<file path="config.mk">
export PLATFORM = sky130hd
export DESIGN_NAME = adpcm_block_unpacker
export DESIGN_NICKNAME = d
export VERILOG_FILES = /design/src/rtl/adpcm_block_unpacker.sv
export SDC_FILE = /design/constraint.sdc
export NUM_CORES = 1
export LEC_CHECK = 0
export CORE_ASPECT_RATIO = 0.8
export CORE_UTILIZATION = 50
export CTS_BUF_LIST = sky130_fd_sc_hd__clkbuf_8
export CTS_CLUSTER_SIZE = 40
export DETAILED_ROUTE_END_ITERATION = 8
export PLACE_DENSITY = 0.83
export SLEW_MARGIN = 0
export SYNTH_ARGS = -nofsm -noshare
export SYNTH_HDL_FRONTEND = slang
export SYNTH_SLANG_ARGS = --single-unit
export TNS_END_PERCENT = 30
</file>
<file path="constraint.sdc">
create_clock -name clk -period 1.95 [get_ports clk]
set_clock_uncertainty 0.15 [all_clocks]
set_input_delay 0.585 -clock clk [delete_from_list [all_inputs] [get_ports clk]]
set_output_delay 0.585 -clock clk [all_outputs]
set_load 0.01 [all_outputs]
</file>
<file path="src/rtl/adpcm_block_unpacker.sv">
`timescale 1ns/1ps
// -----------------------------------------------------------------------------
// adpcm_block_unpacker
//
// Front end of the ADPCM decoder. It takes a byte stream of IMA-style ADPCM
// blocks, parses the 4-byte block header and emits the payload as 4-bit codes,
// one per handshake, low nibble first. The parsed header is presented with a
// one-cycle strobe so the decoder can be seeded before the block's first code.
//
// Ports
//   clk           system clock, all logic on the rising edge
//   reset_n       synchronous active-low reset
//   in_data       input byte
//   in_valid      in_data valid
//   in_ready      byte accepted when in_valid && in_ready at a rising edge
//   code          ADPCM code to the decoder
//   code_valid    code holds a valid nibble
//   code_ready    consumer takes code when code_valid && code_ready
//   code_last     qualifies code: final nibble of the current block
//   hdr_sample    signed initial predictor (header bytes 0,1, little-endian)
//   hdr_index     initial step index (header byte 2), clamped to MAX_INDEX
//   hdr_valid     one-cycle strobe: hdr_sample/hdr_index updated
//   hdr_index_err one-cycle strobe with hdr_valid when raw index > MAX_INDEX
// -----------------------------------------------------------------------------
module adpcm_block_unpacker #(
    parameter int BLOCK_BYTES = 256,
    parameter int MAX_INDEX   = 88
) (
    input  logic               clk,
    input  logic               reset_n,
    input  logic [7:0]         in_data,
    input  logic               in_valid,
    output logic               in_ready,
    output logic [3:0]         code,
    output logic               code_valid,
    input  logic               code_ready,
    output logic               code_last,
    output logic signed [15:0] hdr_sample,
    output logic [6:0]         hdr_index,
    output logic               hdr_valid,
    output logic               hdr_index_err
);

    localparam logic [15:0] DATA_BYTES = 16'(BLOCK_BYTES - 4);
    localparam logic [7:0]  MAX_IDX8   = 8'(MAX_INDEX);
    localparam logic [6:0]  MAX_IDX7   = 7'(MAX_INDEX);

    typedef enum logic [2:0] {
        S_HDR0,
        S_HDR1,
        S_HDR2,
        S_HDR3,
        S_DATA
    } state_t;

    // Which nibble of the buffered byte is currently presented on code.
    typedef enum logic [1:0] {
        P_EMPTY,
        P_LO,
        P_HI
    } ptr_t;

    state_t             state_q, state_d;
    ptr_t               ptr_q, ptr_d;
    logic [7:0]         buf_q, buf_d;
    logic [15:0]        cnt_q, cnt_d;
    logic [7:0]         b0_q, b0_d;
    logic [7:0]         b1_q, b1_d;
    logic [7:0]         b2_q, b2_d;
    logic signed [15:0] hdr_sample_d;
    logic [6:0]         hdr_index_d;
    logic               hdr_valid_d;
    logic               hdr_err_d;

    logic accept;
    logic take;
    logic last_byte;

    function automatic logic [6:0] clamp_index(input logic [7:0] raw);
        if (raw > MAX_IDX8) begin
            return MAX_IDX7;
        end
        return raw[6:0];
    endfunction

    // The counter only reaches DATA_BYTES once the final byte of the block has
    // been accepted, so while it sits there the buffer holds that final byte.
    assign last_byte  = (cnt_q == DATA_BYTES);

    assign code_valid = (ptr_q != P_EMPTY);
    assign code       = (ptr_q == P_HI) ? buf_q[7:4] : buf_q[3:0];
    assign code_last  = (ptr_q == P_HI) && last_byte;
    assign take       = code_valid && code_ready;
    assign accept     = in_valid && in_ready;

    // A new data byte may land in the same cycle the high nibble leaves, which
    // keeps a sustained one code per cycle with no bubble.
    always_comb begin
        in_ready = 1'b0;
        case (state_q)
            S_HDR0, S_HDR1, S_HDR2, S_HDR3: in_ready = 1'b1;
            S_DATA: in_ready = !last_byte &&
                               ((ptr_q == P_EMPTY) || ((ptr_q == P_HI) && take));
            default: in_ready = 1'b0;
        endcase
    end

    always_comb begin
        state_d      = state_q;
        ptr_d        = ptr_q;
        buf_d        = buf_q;
        cnt_d        = cnt_q;
        b0_d         = b0_q;
        b1_d         = b1_q;
        b2_d         = b2_q;
        hdr_sample_d = hdr_sample;
        hdr_index_d  = hdr_index;
        hdr_valid_d  = 1'b0;
        hdr_err_d    = 1'b0;

        case (state_q)
            S_HDR0: begin
                if (accept) begin
                    b0_d    = in_data;
                    state_d = S_HDR1;
                end
            end
            S_HDR1: begin
                if (accept) begin
                    b1_d    = in_data;
                    state_d = S_HDR2;
                end
            end
            S_HDR2: begin
                if (accept) begin
                    b2_d    = in_data;
                    state_d = S_HDR3;
                end
            end
            S_HDR3: begin
                // Byte 3 is reserved; its arrival only completes the header.
                if (accept) begin
                    hdr_sample_d = {b1_q, b0_q};
                    hdr_index_d  = clamp_index(b2_q);
                    hdr_err_d    = (b2_q > MAX_IDX8);
                    hdr_valid_d  = 1'b1;
                    cnt_d        = '0;
                    state_d      = S_DATA;
                end
            end
            S_DATA: begin
                if (take) begin
                    if (ptr_q == P_LO) begin
                        ptr_d = P_HI;
                    end else begin
                        ptr_d = P_EMPTY;
                        if (last_byte) begin
                            state_d = S_HDR0;
                        end
                    end
                end
                // in_ready guarantees the buffer is free (or freeing) here.
                if (accept) begin
                    buf_d = in_data;
                    ptr_d = P_LO;
                    cnt_d = cnt_q + 16'd1;
                end
            end
            default: begin
                state_d = S_HDR0;
                ptr_d   = P_EMPTY;
            end
        endcase
    end

    always_ff @(posedge clk) begin
        if (!reset_n) begin
            state_q       <= S_HDR0;
            ptr_q         <= P_EMPTY;
            buf_q         <= '0;
            cnt_q         <= '0;
            b0_q          <= '0;
            b1_q          <= '0;
            b2_q          <= '0;
            hdr_sample    <= '0;
            hdr_index     <= '0;
            hdr_valid     <= 1'b0;
            hdr_index_err <= 1'b0;
        end else begin
            state_q       <= state_d;
            ptr_q         <= ptr_d;
            buf_q         <= buf_d;
            cnt_q         <= cnt_d;
            b0_q          <= b0_d;
            b1_q          <= b1_d;
            b2_q          <= b2_d;
            hdr_sample    <= hdr_sample_d;
            hdr_index     <= hdr_index_d;
            hdr_valid     <= hdr_valid_d;
            hdr_index_err <= hdr_err_d;
        end
    end

endmodule

</file>
==> summary.txt, run 1 <==
Worst hold path
  • Min-delay src: hdr_sample[1]
  • Hold Path End: hdr_sample[1]
  • Min-Delay Path Class: reg2reg
  • Hold path depth: 2

Synth
  • Post-synth ARST share: 0
  • Yosys reg bits: 78
  • Top_reg_cell synth: dfxtp_1
  • Unique masters post-synth: 49
  • Post-synthesis cell count: 375
  • Post-synth net total: 389
  • EDFF count, synth: 0
  • Warnings, synthesis: 0
  • Sequential area share after synthesis: 0.470
  • Synthesized area: 0.00332 sq mm
  • Syn Area/Cell: 8.86 sq um

Setup path
  • Worst Setup Path Type: reg2out
  • Reg2Reg Setup Slack: -0.27 ns
  • RR Endpoint: cnt_q[13]
  • CP max stage cell: or4_4
  • Crit start category: flip-flop
  • Worst path required time: 1.21 ns
  • CP endpoint kind: output port
  • Crit-path cells: buf_4 > or4_4 > nor4_4 > o41ai_4 > buf_2
  • Worst EP arrival: 1.87 ns
  • Worst Reg-to-Reg Cells: 9
  • Crit-path max cell delay: 0.52 ns
  • Buffers and inverters on the worst path: 2
  • Crit Path Max Fanout: 4
  • R2R Path Start: ptr_q[1]
  • CP top delay family: simple AND/OR/NAND/NOR gates

Finish
  • Commonest non-fill, non-tap cells in the layout: 81 x nand2_1, 71 x dfxtp_1, 45 x buf_4, 35 x a21oi_1, 34 x mux2i_1
  • Layout cell share with drive strength beyond 1: 0.273
  • Fin nets: 482
  • Area Growth Syn to Fin: 41.3%
  • Utilization after layout: 0.732
  • Ant. Diodes: 0
  • Most common cell after layout, fill and taps aside: nand2_1

Timing
  • RSZ-0062 raised after global routing: true
  • Worst slew margin: 0.554
  • Slew @ Worst Pin: 0.667 ns
  • Max Freq: 0.384 GHz
  • Final setup viols: 31
  • Final Hold Fails: 0
  • Final Critical Period: 2.60 ns
  • Setup slack after layout: -0.654 ns
  • Fin crit share: 1.34
  • Fin. max-slew vios: 0

CTS
  • CTS tree: built
  • Root Buffer: clkbuf_8
  • Clk sinks: 78
  • CTS buffer count: 9
  • Worst skew pair latency: 0.36 ns
  • Depth of the CTS H-tree: 3
  • Hold Buf Count CTS: 0
  • Clock Path Buffers: 2
  • Clock Pin Slew Worst Setup and Hold Paths: 0.09 ns

Power and ir drop
  • Maximum VDD drop: 0.000632 V
  • Power Density: 648 mW/mm^2
  • Static leakage: 0.00180 uW
  • Power Total: 3040 uW

Drt
  • Wirelength, routed: 10.3 mm
  • Starting DRT DRC Count: 442
  • Final ANT Viol Nets: 0
  • Avg WL per Cell: 18.5 um
  • Vias per cell: 5.91
  • Drt drc: 0
  • Vias: 3291
  • Pre-antenna DRT Iters: 7

Flow run
  • Max Cap Violations: 0

Outcome
  • Failing checks: setup timing
  • Status: finished with violations

Floorplanning
  • Num ports: 44
  • Die area: 0.00697 sq mm
  • # rows: 26
  • Core area: 0.00641 sq mm
  • Die Ht: 74.9 um
  • DIE WIDTH: 93.1 um
  • Starting Density: 0.518

Placed design
  • DP Wirelength: 5.87 mm
  • I/O Buffers: 43
  • Setup WS pre-CTS: -0.798 ns
  • Final GP Congestion: 0.830

GRT
  • Number of global-route vias before repair: 3137
  • GRT overflow: 0
  • Pin count of the biggest net entering global routing: 26
  • First-pass GRT wire length: 15.9 mm
  • Initial antenna violation count: 0
  • Tot GR Track Use: 0.305
==> how the worst max path moves through the flow <==
stage / from / endpoint / depth (start not counted)
finish: cnt_q[14] / in_ready / 5
global route: cnt_q[0] / code_last / 7
CTS: cnt_q[15] / in_ready / 5
detailed placement: code_ready / in_ready / 4
global placement: code_ready / in_ready / 4
floorplan: cnt_q[0] / in_ready / 6
==> flip-flops by register name, summed over array words and instances (netlist names) <==
register       count
b0_q               8
state_q            3
hdr_index_err      1
cnt_q             16
hdr_sample        16
hdr_valid          1
hdr_index          7
buf_q              8
b2_q               8
ptr_q              2
b1_q               8
==> what timing repair did <==
item | 4_1_cts | 5_1_grt
endpoints found under the hold margin | 0 | 0
buffers inserted | 10 | 4
setup endpoints to repair | 56 | 33
resized for setup | 96 | 9
gates cloned | 3 | 0
pin swaps | 14 | 7
==> through the flow <==
step	hold slack [ns]	instances	area [sq um]	setup TNS, ns
after floorplan	0.281	375	3410	-0.510
after global placement	0.291	527	4230	-26.21
after detailed placement	0.297	527	4230	-28.17
after CTS	0.309	555	4630	-5.91
after global routing	0.330	557	4690	-8.67
final	0.310	557	4690	-6.98
==> final cells by class <==
type / instances / area [sq um]
flip-flops and latches: 78 / 1570
multi-input cells: 271 / 1880
inverters: 4 / 17.5
well taps: 84 / 105
fillers: 393 / 1720
clock buffers: 10 / 138
clock inverters: 6 / 43.8
repair buffers: 104 / 938
==> routing by layer <==
layer	wire (um)	part of all wire	track usage	vias to the layer above
met1	4010	0.39	0.363	1558
met3	923	0.090	0.0859	42
met2	5000	0.48	0.526	184
met5	0	0	0	-
met4	372	0.036	0.126	0
li1	-	-	-	1507
==> cells in the mapped netlist, drive strengths merged (3+ instances only) <==
| master | count | area share |
|---|---|---|
| or4 | 8 | 0.019 |
| mux2 | 4 | 0.014 |
| buf | 7 | 0.015 |
| a32o | 3 | 0.0090 |
| nor3 | 5 | 0.0090 |
| a21oi | 35 | 0.053 |
| or3 | 11 | 0.021 |
| nand2 | 81 | 0.092 |
| nor4 | 8 | 0.020 |
| nor2 | 25 | 0.029 |
| nand4 | 7 | 0.013 |
| dfxtp | 78 | 0.47 |
| mux2i | 34 | 0.10 |
| inv | 4 | 0.0045 |
| and2 | 3 | 0.0057 |
| o31ai | 6 | 0.014 |
| clkbuf | 18 | 0.020 |
| nand3 | 8 | 0.012 |
==> where the power goes <==
group | switching, uW | internal [uW]
Sequential | 20.4 | 1620
Clock | 646 | 507
Combinational | 139 | 106
==> cell families (layout without fill, tap and decap cells) <==
group | Yosys count | count (layout) | share of synthesized area
and+or+nand+nor | 174 | 177 | 0.265
xor gates and xnor gates | 2 | 2 | 0.00528
AOI/OAI and AO/OA | 52 | 52 | 0.0961
DFF | 78 | 78 | 0.470
buffers and inverters | 29 | 124 | 0.0396
adders and majority gates | 2 | 2 | 0.00753
muxes | 38 | 38 | 0.116
==> worst reg2reg max path, delay by kind of cell, from the launching register on <==
family	cells	cell delay, ns
mux	1	0.24
flops	1	0.34
simple gates	3	0.81
buf+inv	5	0.59
(Power assumes the default switching activity.)
==> run 2: changes to the inputs <==
- SLEW_MARGIN: 0 -> default
==> results of run 2 <==
The final DEF is identical to that of run 1; final timing and power are the same.
==> run 3: changes to the inputs <==
- CAP_MARGIN: default -> 25
==> results of run 3 <==
The final DEF is identical to that of run 1; final timing and power are the same.
